$ cat config.mk
export PLATFORM = sky130hd
export DESIGN_NAME = avmm_pwm_out
export DESIGN_NICKNAME = d
export VERILOG_FILES = /design/src/rtl/pwm_pkg.sv /design/src/rtl/avmm_pwm_core.sv /design/src/rtl/avmm_pwm_out.sv
export SDC_FILE = /design/constraint.sdc
export NUM_CORES = 1
export LEC_CHECK = 0
export ABC_CLOCK_PERIOD_IN_PS = 2600
export CAP_MARGIN = 30
export CORE_MARGIN = 4
export CORE_UTILIZATION = 52
export DETAILED_ROUTE_END_ITERATION = 12
export GPL_ROUTABILITY_DRIVEN = 0
export PLACE_DENSITY = 0.78
export REMOVE_ABC_BUFFERS = 1
export SETUP_SLACK_MARGIN = 0.02
export SYNTH_ARGS = -nofsm -noshare
export SYNTH_HDL_FRONTEND = slang
export SYNTH_SLANG_ARGS = --single-unit
$ cat constraint.sdc
create_clock -name clk -period 2.6 [get_ports clk]
set_input_delay 0.52 -clock clk [delete_from_list [all_inputs] [get_ports clk]]
set_output_delay 0.52 -clock clk [all_outputs]
set_load 0.005 [all_outputs]
$ cat src/rtl/pwm_pkg.sv
// Shared definitions for the Avalon-MM PWM output stage: register offsets,
// bus handshake states and the signed-to-duty saturation helper.
package pwm_pkg;

  localparam int DUTY_OFS   = 0;
  localparam int PERIOD_OFS = 1;
  localparam int CTRL_OFS   = 2;
  localparam int ACTIVE_OFS = 3;

  typedef enum logic [1:0] {
    IDLE,
    WAIT,
    ACK
  } bus_state_t;

  // Clamp a signed control word into 0 .. 2^w-1.
  function automatic logic [31:0] sat_duty(input logic signed [31:0] x, input int w);
    logic [31:0] max_val;
    max_val = (32'd1 << w) - 32'd1;
    if (x[31])
      return 32'd0;
    else if ($unsigned(x) > max_val)
      return max_val;
    else
      return $unsigned(x);
  endfunction

endpackage

$ cat src/rtl/avmm_pwm_core.sv
// PWM frame engine: period counter, double-buffered duty load at the wrap,
// registered compare output and period-start strobe.
module pwm_core
  import pwm_pkg::*;
#(
  parameter int CNT_W = 12
) (
  input  logic             clk,
  input  logic             reset,
  input  logic [CNT_W-1:0] period,
  input  logic [CNT_W-1:0] pending_duty,
  input  logic             enable,
  output logic             pwm_out,
  output logic             period_start,
  output logic [CNT_W-1:0] active_duty
);

  logic [CNT_W-1:0] cnt;
  logic             enable_q;
  logic             wrap;
  logic             restart;

  // >= rather than == so a period shrunk below the running count still wraps.
  assign wrap    = (cnt >= period);
  assign restart = enable && !enable_q;

  always_ff @(posedge clk or posedge reset) begin
    if (reset) begin
      cnt          <= '0;
      enable_q     <= 1'b1;
      active_duty  <= '0;
      pwm_out      <= 1'b0;
      period_start <= 1'b0;
    end else begin
      enable_q <= enable;
      if (!enable) begin
        cnt          <= '0;
        pwm_out      <= 1'b0;
        period_start <= 1'b0;
      end else if (restart) begin
        cnt          <= '0;
        active_duty  <= pending_duty;
        period_start <= 1'b1;
        pwm_out      <= 1'b0;
      end else begin
        cnt          <= wrap ? '0 : cnt + 1'b1;
        period_start <= wrap;
        if (wrap)
          active_duty <= pending_duty;
        pwm_out <= (cnt < active_duty);
      end
    end
  end

endmodule

$ cat src/rtl/avmm_pwm_out.sv
// Avalon-MM slave feeding pwm_core: fixed-latency waitrequest handshake plus
// DUTY/PERIOD/CTRL registers. Define AVMM_PWM_READBACK_EN to add a read port.
module avmm_pwm_out
  import pwm_pkg::*;
#(
  parameter logic [15:0] BASE_ADDR  = 16'hDEAD,
  parameter int          CNT_W      = 12,
  parameter int          ACCEPT_LAT = 5,
  parameter int          PERIOD_RST = 4095
) (
  input  logic             clk,
  input  logic             reset,
  input  logic [15:0]      pwm_address,
  input  logic             pwm_write,
  input  logic [31:0]      pwm_writedata,
`ifdef AVMM_PWM_READBACK_EN
  input  logic             pwm_read,
  output logic [31:0]      pwm_readdata,
  output logic             pwm_readdatavalid,
`endif
  output logic             pwm_waitrequest,
  output logic             pwm_out,
  output logic             period_start,
  output logic [CNT_W-1:0] active_duty
);

  localparam int LAT_W = (ACCEPT_LAT > 1) ? $clog2(ACCEPT_LAT) : 1;
  localparam logic [LAT_W-1:0] LAT_LAST = LAT_W'((ACCEPT_LAT > 0) ? ACCEPT_LAT - 1 : 0);

  bus_state_t       state, next_state;
  logic [LAT_W-1:0] lat_cnt, next_lat;
  logic [15:0]      offset;
  logic             req, held, do_write;
  logic [CNT_W-1:0] pending_duty, period_reg;
  logic             ctrl_enable;

  assign offset = pwm_address - BASE_ADDR;

`ifdef AVMM_PWM_READBACK_EN
  logic op_is_write;
  logic do_read;

  // Writes win over a simultaneous read; the read is served on a later pass.
  assign req      = pwm_write | pwm_read;
  assign held     = op_is_write ? pwm_write : pwm_read;
  assign do_write = (state == ACK) && op_is_write;
  assign do_read  = (state == ACK) && !op_is_write;

  always_ff @(posedge clk or posedge reset) begin
    if (reset)
      op_is_write <= 1'b0;
    else if (state == IDLE && req)
      op_is_write <= pwm_write;
  end

  always_ff @(posedge clk or posedge reset) begin
    if (reset) begin
      pwm_readdata      <= '0;
      pwm_readdatavalid <= 1'b0;
    end else begin
      pwm_readdatavalid <= do_read;
      if (do_read) begin
        case (offset)
          16'(DUTY_OFS):   pwm_readdata <= 32'(pending_duty);
          16'(PERIOD_OFS): pwm_readdata <= 32'(period_reg);
          16'(CTRL_OFS):   pwm_readdata <= {31'b0, ctrl_enable};
          16'(ACTIVE_OFS): pwm_readdata <= 32'(active_duty);
          default:         pwm_readdata <= '0;
        endcase
      end
    end
  end
`else
  assign req      = pwm_write;
  assign held     = pwm_write;
  assign do_write = (state == ACK);
`endif

  always_ff @(posedge clk or posedge reset) begin
    if (reset) begin
      state           <= IDLE;
      lat_cnt         <= '0;
      pwm_waitrequest <= 1'b1;
    end else begin
      state           <= next_state;
      lat_cnt         <= next_lat;
      pwm_waitrequest <= (next_state != ACK);
    end
  end

  always_comb begin
    next_state = state;
    next_lat   = lat_cnt;
    case (state)
      IDLE: begin
        if (req) begin
          next_lat   = '0;
          next_state = (ACCEPT_LAT == 0) ? ACK : WAIT;
        end
      end
      WAIT: begin
        if (!held)
          next_state = IDLE;
        else if (lat_cnt == LAT_LAST)
          next_state = ACK;
        else
          next_lat = lat_cnt + 1'b1;
      end
      ACK:     next_state = IDLE;
      default: next_state = IDLE;
    endcase
  end

  // Unknown offsets still complete the handshake; the data is dropped.
  always_ff @(posedge clk or posedge reset) begin
    if (reset) begin
      pending_duty <= '0;
      period_reg   <= CNT_W'(PERIOD_RST);
      ctrl_enable  <= 1'b1;
    end else if (do_write) begin
      case (offset)
        16'(DUTY_OFS):   pending_duty <= CNT_W'(sat_duty($signed(pwm_writedata), CNT_W));
        16'(PERIOD_OFS): period_reg   <= (pwm_writedata[CNT_W-1:0] == '0) ? CNT_W'(1)
                                                                       : pwm_writedata[CNT_W-1:0];
        16'(CTRL_OFS):   ctrl_enable  <= pwm_writedata[0];
        default: ;
      endcase
    end
  end

  pwm_core #(.CNT_W(CNT_W)) u_core (
    .clk          (clk),
    .reset        (reset),
    .period       (period_reg),
    .pending_duty (pending_duty),
    .enable       (ctrl_enable),
    .pwm_out      (pwm_out),
    .period_start (period_start),
    .active_duty  (active_duty)
  );

endmodule

Word level (Yosys, flattened, before mapping)

Cells that the tools add are included.

Bits in registers: 58
Bits of input ports: 51
Word-level logic and storage cells: 58

$add $sub $neg: 3
Mux-type cells: 20
$lt $le $gt $ge: 3
Eq/ne operators: 9
Reductions and logical operators: 12

Operators by type and width:

| cell                     | count |
|---|---|
| $mux W12                 | 8 |
| $gt A32 B12 Y1 const B   | 1 |
| $eq A16 B1 Y1 const B    | 1 |
| $eq A16 B2 Y1 const B    | 1 |
| $logic_not A16 Y1        | 1 |
| $sub A16 B16 Y16 const B | 1 |
| $add A12 B1 Y12 const B  | 1 |
| $ge A12 B12 Y1           | 1 |
| $logic_not A12 Y1        | 1 |
| $lt A12 B12 Y1           | 1 |
| $mux W3                  | 3 |
| $ne A2 B2 Y1 const B     | 4 |
| $reduce_and A2 Y1        | 4 |
| $mux W2                  | 3 |
| $pmux W3 S2              | 1 |
| $mux W1                  | 4 |
| $pmux W2 S2              | 1 |
| $reduce_and A4 Y1        | 1 |
| $reduce_bool A2 Y1       | 2 |
| $add A3 B1 Y3 const B    | 1 |
| $eq A3 B3 Y1 const B     | 1 |
| $eq A2 B1 Y1 const B     | 1 |
| $eq A2 B2 Y1 const B     | 1 |
| $logic_not A2 Y1         | 1 |
| other kinds (2)          | 2 |

Logic depth before layout (Yosys ltp)

Gate-level depths: netlist of the first run.

Depth in word-level cells: 5
Mapped depth: 9

By module

From an unflattened synthesis of the first run, not the netlist that was laid out.

Cell total of the unflattened synthesis: 375
Area total of the unflattened synthesis: 3659.8 µm²

By module, submodules not included:

| module       | area each (µm²) | cells each | instances |
|---|---|---|---|
| pwm_core     | 1994.4          | 228        | 1 |
| avmm_pwm_out | 1665.3          | 147        | 1 |

Worst setup path before layout of the first run

Ideal clock, no wire load.

Kind: input to register
Start: input port pwm_address[1]
End: register period_reg[11]
Setup slack: 0.433 ns
Library setup time: 0.082 ns
Stages on the path: 7
Data arrival time: 2.085 ns
Required time: 2.518 ns
Cell sequence: o211a_1 > o31ai_2 > mux2i_1 > and3b_1 > and3_4 > buf_6 > mux2_4

Longest elaborated chain between the ends: 3

RTL lines:

| what                        | RTL line            | text |
|---|---|---|
| start: declaration          | avmm_pwm_out.sv:13  | `input logic [15:0] pwm_address,` |
| $sub A16 B16 Y16            | avmm_pwm_out.sv:37  | `assign offset = pwm_address - BASE_ADDR;` |
| $eq A16 B1 Y1               | avmm_pwm_out.sv:121 | `case (offset)` |
| $reduce_and A2 Y1 (no line) | -                   |  |
| end signal: assignment      | avmm_pwm_out.sv:118 | `period_reg <= CNT_W'(PERIOD_RST);` |
| end signal: assignment      | avmm_pwm_out.sv:123 | `16'(PERIOD_OFS): period_reg <= (pwm_writedata[CNT_W-1:0] == '0) ? CNT_W'(1)` |
| end: declaration            | avmm_pwm_out.sv:34  | `logic [CNT_W-1:0] pending_duty, period_reg;` |

No other way between the ends.
A chain may end at the register's enable or synchronous reset.

Worst setup path in the final report of the first run

Start: input port pwm_address[1]
End: register period_reg[9]

The elaborated chain is that of the path after synthesis.

==> results of run 1 <==
## per-stage QoR
stage / hold slack (ns) / power (mW) / cells
global route: 0.4120 / 2.026 / 472
global placement: 0.3955 / 1.120 / 456
floorplan: 0.3704 / 1.005 / 304
CTS: 0.3996 / 1.967 / 472
detailed placement: 0.3947 / 1.129 / 456
finish: 0.4021 / 1.940 / 472
## metal layers
metal,track usage,vias up,part of all wire
met5,0,-,0
met4,0.07950,0,0.020
met2,0.3582,62,0.50
met3,0.05080,12,0.054
li1,-,1239,-
met1,0.2709,1253,0.43
## cell usage after synthesis
master and instances:
sky130_fd_sc_hd__a2111oi_0 1, sky130_fd_sc_hd__a2111oi_4 1, sky130_fd_sc_hd__a211oi_1 2, sky130_fd_sc_hd__a21o_1 4, sky130_fd_sc_hd__a21oi_1 12, sky130_fd_sc_hd__a31o_1 1
sky130_fd_sc_hd__a31oi_1 2, sky130_fd_sc_hd__and2b_1 1, sky130_fd_sc_hd__and3_1 6, sky130_fd_sc_hd__and3_4 1, sky130_fd_sc_hd__and3b_1 1, sky130_fd_sc_hd__and4_1 1
sky130_fd_sc_hd__buf_2 1, sky130_fd_sc_hd__buf_6 2, sky130_fd_sc_hd__clkbuf_1 3, sky130_fd_sc_hd__dfrtp_1 43, sky130_fd_sc_hd__dfstp_2 15, sky130_fd_sc_hd__ha_1 26
sky130_fd_sc_hd__inv_1 32, sky130_fd_sc_hd__mux2_1 2, sky130_fd_sc_hd__mux2_2 15, sky130_fd_sc_hd__mux2_4 19, sky130_fd_sc_hd__mux2i_1 2, sky130_fd_sc_hd__nand2_1 16
sky130_fd_sc_hd__nand2b_1 2, sky130_fd_sc_hd__nand3_1 9, sky130_fd_sc_hd__nand4_1 4, sky130_fd_sc_hd__nand4_2 1, sky130_fd_sc_hd__nor2_1 47, sky130_fd_sc_hd__nor2b_1 2
sky130_fd_sc_hd__nor3_1 2, sky130_fd_sc_hd__nor3b_1 1, sky130_fd_sc_hd__nor4_1 7, sky130_fd_sc_hd__o211a_1 1, sky130_fd_sc_hd__o211ai_1 1, sky130_fd_sc_hd__o21a_1 1
sky130_fd_sc_hd__o21a_2 1, sky130_fd_sc_hd__o21ai_0 7, sky130_fd_sc_hd__o221ai_1 1, sky130_fd_sc_hd__o311ai_2 1, sky130_fd_sc_hd__o31ai_1 1, sky130_fd_sc_hd__o31ai_2 1
sky130_fd_sc_hd__xnor2_1 5, sky130_fd_sc_hd__xor2_1 6
## layout make-up
cell class                 count  share of cell area
multi-input combinational    214              0.3882
sequential                    58              0.3409
timing repair buffer          77              0.1746
clock buffer                   9             0.02872
inverter                      32             0.02785
tap                           75             0.02176
clock inverter                 7             0.01799
## power by group
| group | switching (mW) | total, mW | leakage [nW] | internal (mW) |
|---|---|---|---|---|
| clock network | 0.381 | 0.829 | 0.0998 | 0.448 |
| registers | 0.0100 | 0.925 | 0.752 | 0.915 |
| logic | 0.0837 | 0.186 | 1.12 | 0.102 |
## worst max-delay path: stages
cell and delay (ns):
sky130_fd_sc_hd__clkdlybuf4s50_1 0.42, sky130_fd_sc_hd__o211a_1 0.29, sky130_fd_sc_hd__o31ai_2 0.22, sky130_fd_sc_hd__mux2i_1 0.25, sky130_fd_sc_hd__and3b_1 0.18, sky130_fd_sc_hd__and3_4 0.33
sky130_fd_sc_hd__mux2_1 0.35
## logic make-up after synthesis
group,after synthesis,share of synthesized area
xor+xnor,11,0.02917
simple gates,101,0.1451
compound gates,38,0.08372
mux,38,0.1504
flops,58,0.4451
buf+inv,38,0.04811
fa+ha+maj,26,0.09848
## path summary, 6_finish.rpt
check / start / end / cells past startpoint
worst max-delay path: pwm_address[1] / period_reg[9] / 7
worst min-delay path: ctrl_enable / u_core.enable_q / 0
worst max register to register: period_reg[11] / u_core.active_duty[6] / 8
worst min register to register: ctrl_enable / u_core.enable_q / 0
max in group asynchronous: reset / period_reg[1] / 3
min in group asynchronous: reset / u_core.active_duty[9] / 2
==> results.tsv, run 1 <==
stage	metric	value	unit
outcome	result of the run	finished clean	
floorplanning	initial cell density of the core	0.5482	
place	estimated wirelength of the detail-placed design	5789	um
global_route	GR Overflow Total	0	
timing	Post-Route Setup TNS	0	ns
layout	fraction of final layout cells sized beyond drive strength 1	0.2116	
clocking	total CTS buffers	9	
floorplanning	DIE HEIGHT	87.70	um
clocking	Clock Sink Count	58	
layout	antenna diode instance count	0	
layout	Final Net Count	469	
global_route	maximum number of pins on one net before global-route repair	22	
synth	cell types with the largest area share after synthesis	sky130_fd_sc_hd__dfrtp_1, sky130_fd_sc_hd__dfstp_2, sky130_fd_sc_hd__ha_1	
synth	Cells after Synth	310	
pwr	leakage power summed over all cells	1.968	nW
worst_hold_path	worst min-delay path class	reg2reg	
clocking	htree depth	3	
route	final WL	7316	um
place	worst-case setup slack after placement	-0.02178	ns
timing	total setup violations reported at the end of the flow	0	
clocking	Clock Pin Slew Worst Setup and Hold Paths	0.07	ns
critical_path	largest fanout on the critical path	12	
critical_path	kind of critical path	in2reg	
timing	Max Fclk	0.4369	GHz
timing	crit share post-route	0.8804	
clocking	clock network latency to the later pin of the worst-skew pair	0.34	ns
timing	worst clock skew on the final layout	0.01215	ns
run	max-capacitance violation count	0	
layout	area grow syn2layout	30.57	%
timing	tightest slew margin relative to the limit	0.6725	
global_route	initial antenna violation count	0	
timing	final critical delay including setup and external delays	2.289	ns
route	DRC	0	
synth	leading area contributor after synthesis	sky130_fd_sc_hd__dfrtp_1	
place	standard cell area after detailed placement	4111	um^2
layout	final instance area	4313	um^2
synth	post-synthesis register bit count	58	
critical_path	nature of the critical path endpoint	flop	
pwr	areal power density over the cells	449.9	nW/um^2
layout	most common cell after layout, fill and taps aside	sky130_fd_sc_hd__clkdlybuf4s50_1	
route	drt first pass iters	4	
floorplanning	top-level I/O count	66	
timing	Final Slew Violations	0	
clocking	clock tree from TritonCTS	yes	
floorplanning	Die X-Extent	87.70	um
global_route	number of global-route vias before repair	2731	
global_route	wire length of the first global-routing pass	12700	um
critical_path	data required time at the worst endpoint	2.86	ns
route	total vias in the final route	2566	
global_route	Overall Global Routing Usage	0.2146	
clocking	count of instances resized after the clock tree is built	0	
timing	actual transition at the worst max-transition pin	0.4899	ns
layout	fill cell total of the finished layout	461	
route	post-route antenna net violation count	0	
timing	final worst slack	0.3110	ns
route	mean number of vias per cell	5.436	
layout	storage element area	1470	um^2
synth	mean area per synthesized cell	10.66	um^2
floorplanning	total core area	6026	um^2
critical_path	CP arrival	2.55	ns
critical_path	worst reg-to-reg setup slack	0.42	ns
synth	Yosys Warn Count	0	
critical_path	type of origin of the critical path	input pin	
synth	Synth top area share	0.3258	
layout	most used cells in the layout excluding fill and tap cells	sky130_fd_sc_hd__clkdlybuf4s50_1, sky130_fd_sc_hd__nor2_1, sky130_fd_sc_hd__dfrtp_1, sky130_fd_sc_hd__inv_1, sky130_fd_sc_hd__ha_1	
route	number of violations reported at the end of detailed-routing iteration 0	65	
place	Port Buffer Count	65	
timing	total count of hold-check failures in the final report	0	
clocking	Clock Tree Root	sky130_fd_sc_hd__clkbuf_8	
synth	Post-Synthesis Cell Area	3303	um^2
clocking	number of buffers added to fix hold violations after cts	0	
layout	share of the core filled with cells in the final layout	0.7157	
pwr	largest voltage drop on the vdd net	0.3685	mV
route	drt wl/cell	15.50	um
layout	area occupied by multi-input gates	1674	um^2
clocking	number of buffers on the longest clock path	2	
clocking	number of setup buffers added after CTS	0	
synth	sequential share of the synthesized area	0.4451	
floorplanning	number of placement rows	28	
synth	Unique masters post-synth	44	
timing	setup repair after global routing missed its margin	no	
floorplanning	die area	7691	um^2
Note: power is estimated with default switching activity, not from simulation.
==> run 2: changes to the inputs <==
--- a/config.mk
+++ b/config.mk
@@ -14,6 +14,7 @@
 export PLACE_DENSITY = 0.78
 export REMOVE_ABC_BUFFERS = 1
 export SETUP_SLACK_MARGIN = 0.02
+export SLEW_MARGIN = 5
 export SYNTH_ARGS = -nofsm -noshare
 export SYNTH_HDL_FRONTEND = slang
 export SYNTH_SLANG_ARGS = --single-unit
==> results of run 2 <==
Same layout as run 1: the final DEF is identical, and so are final timing and power.
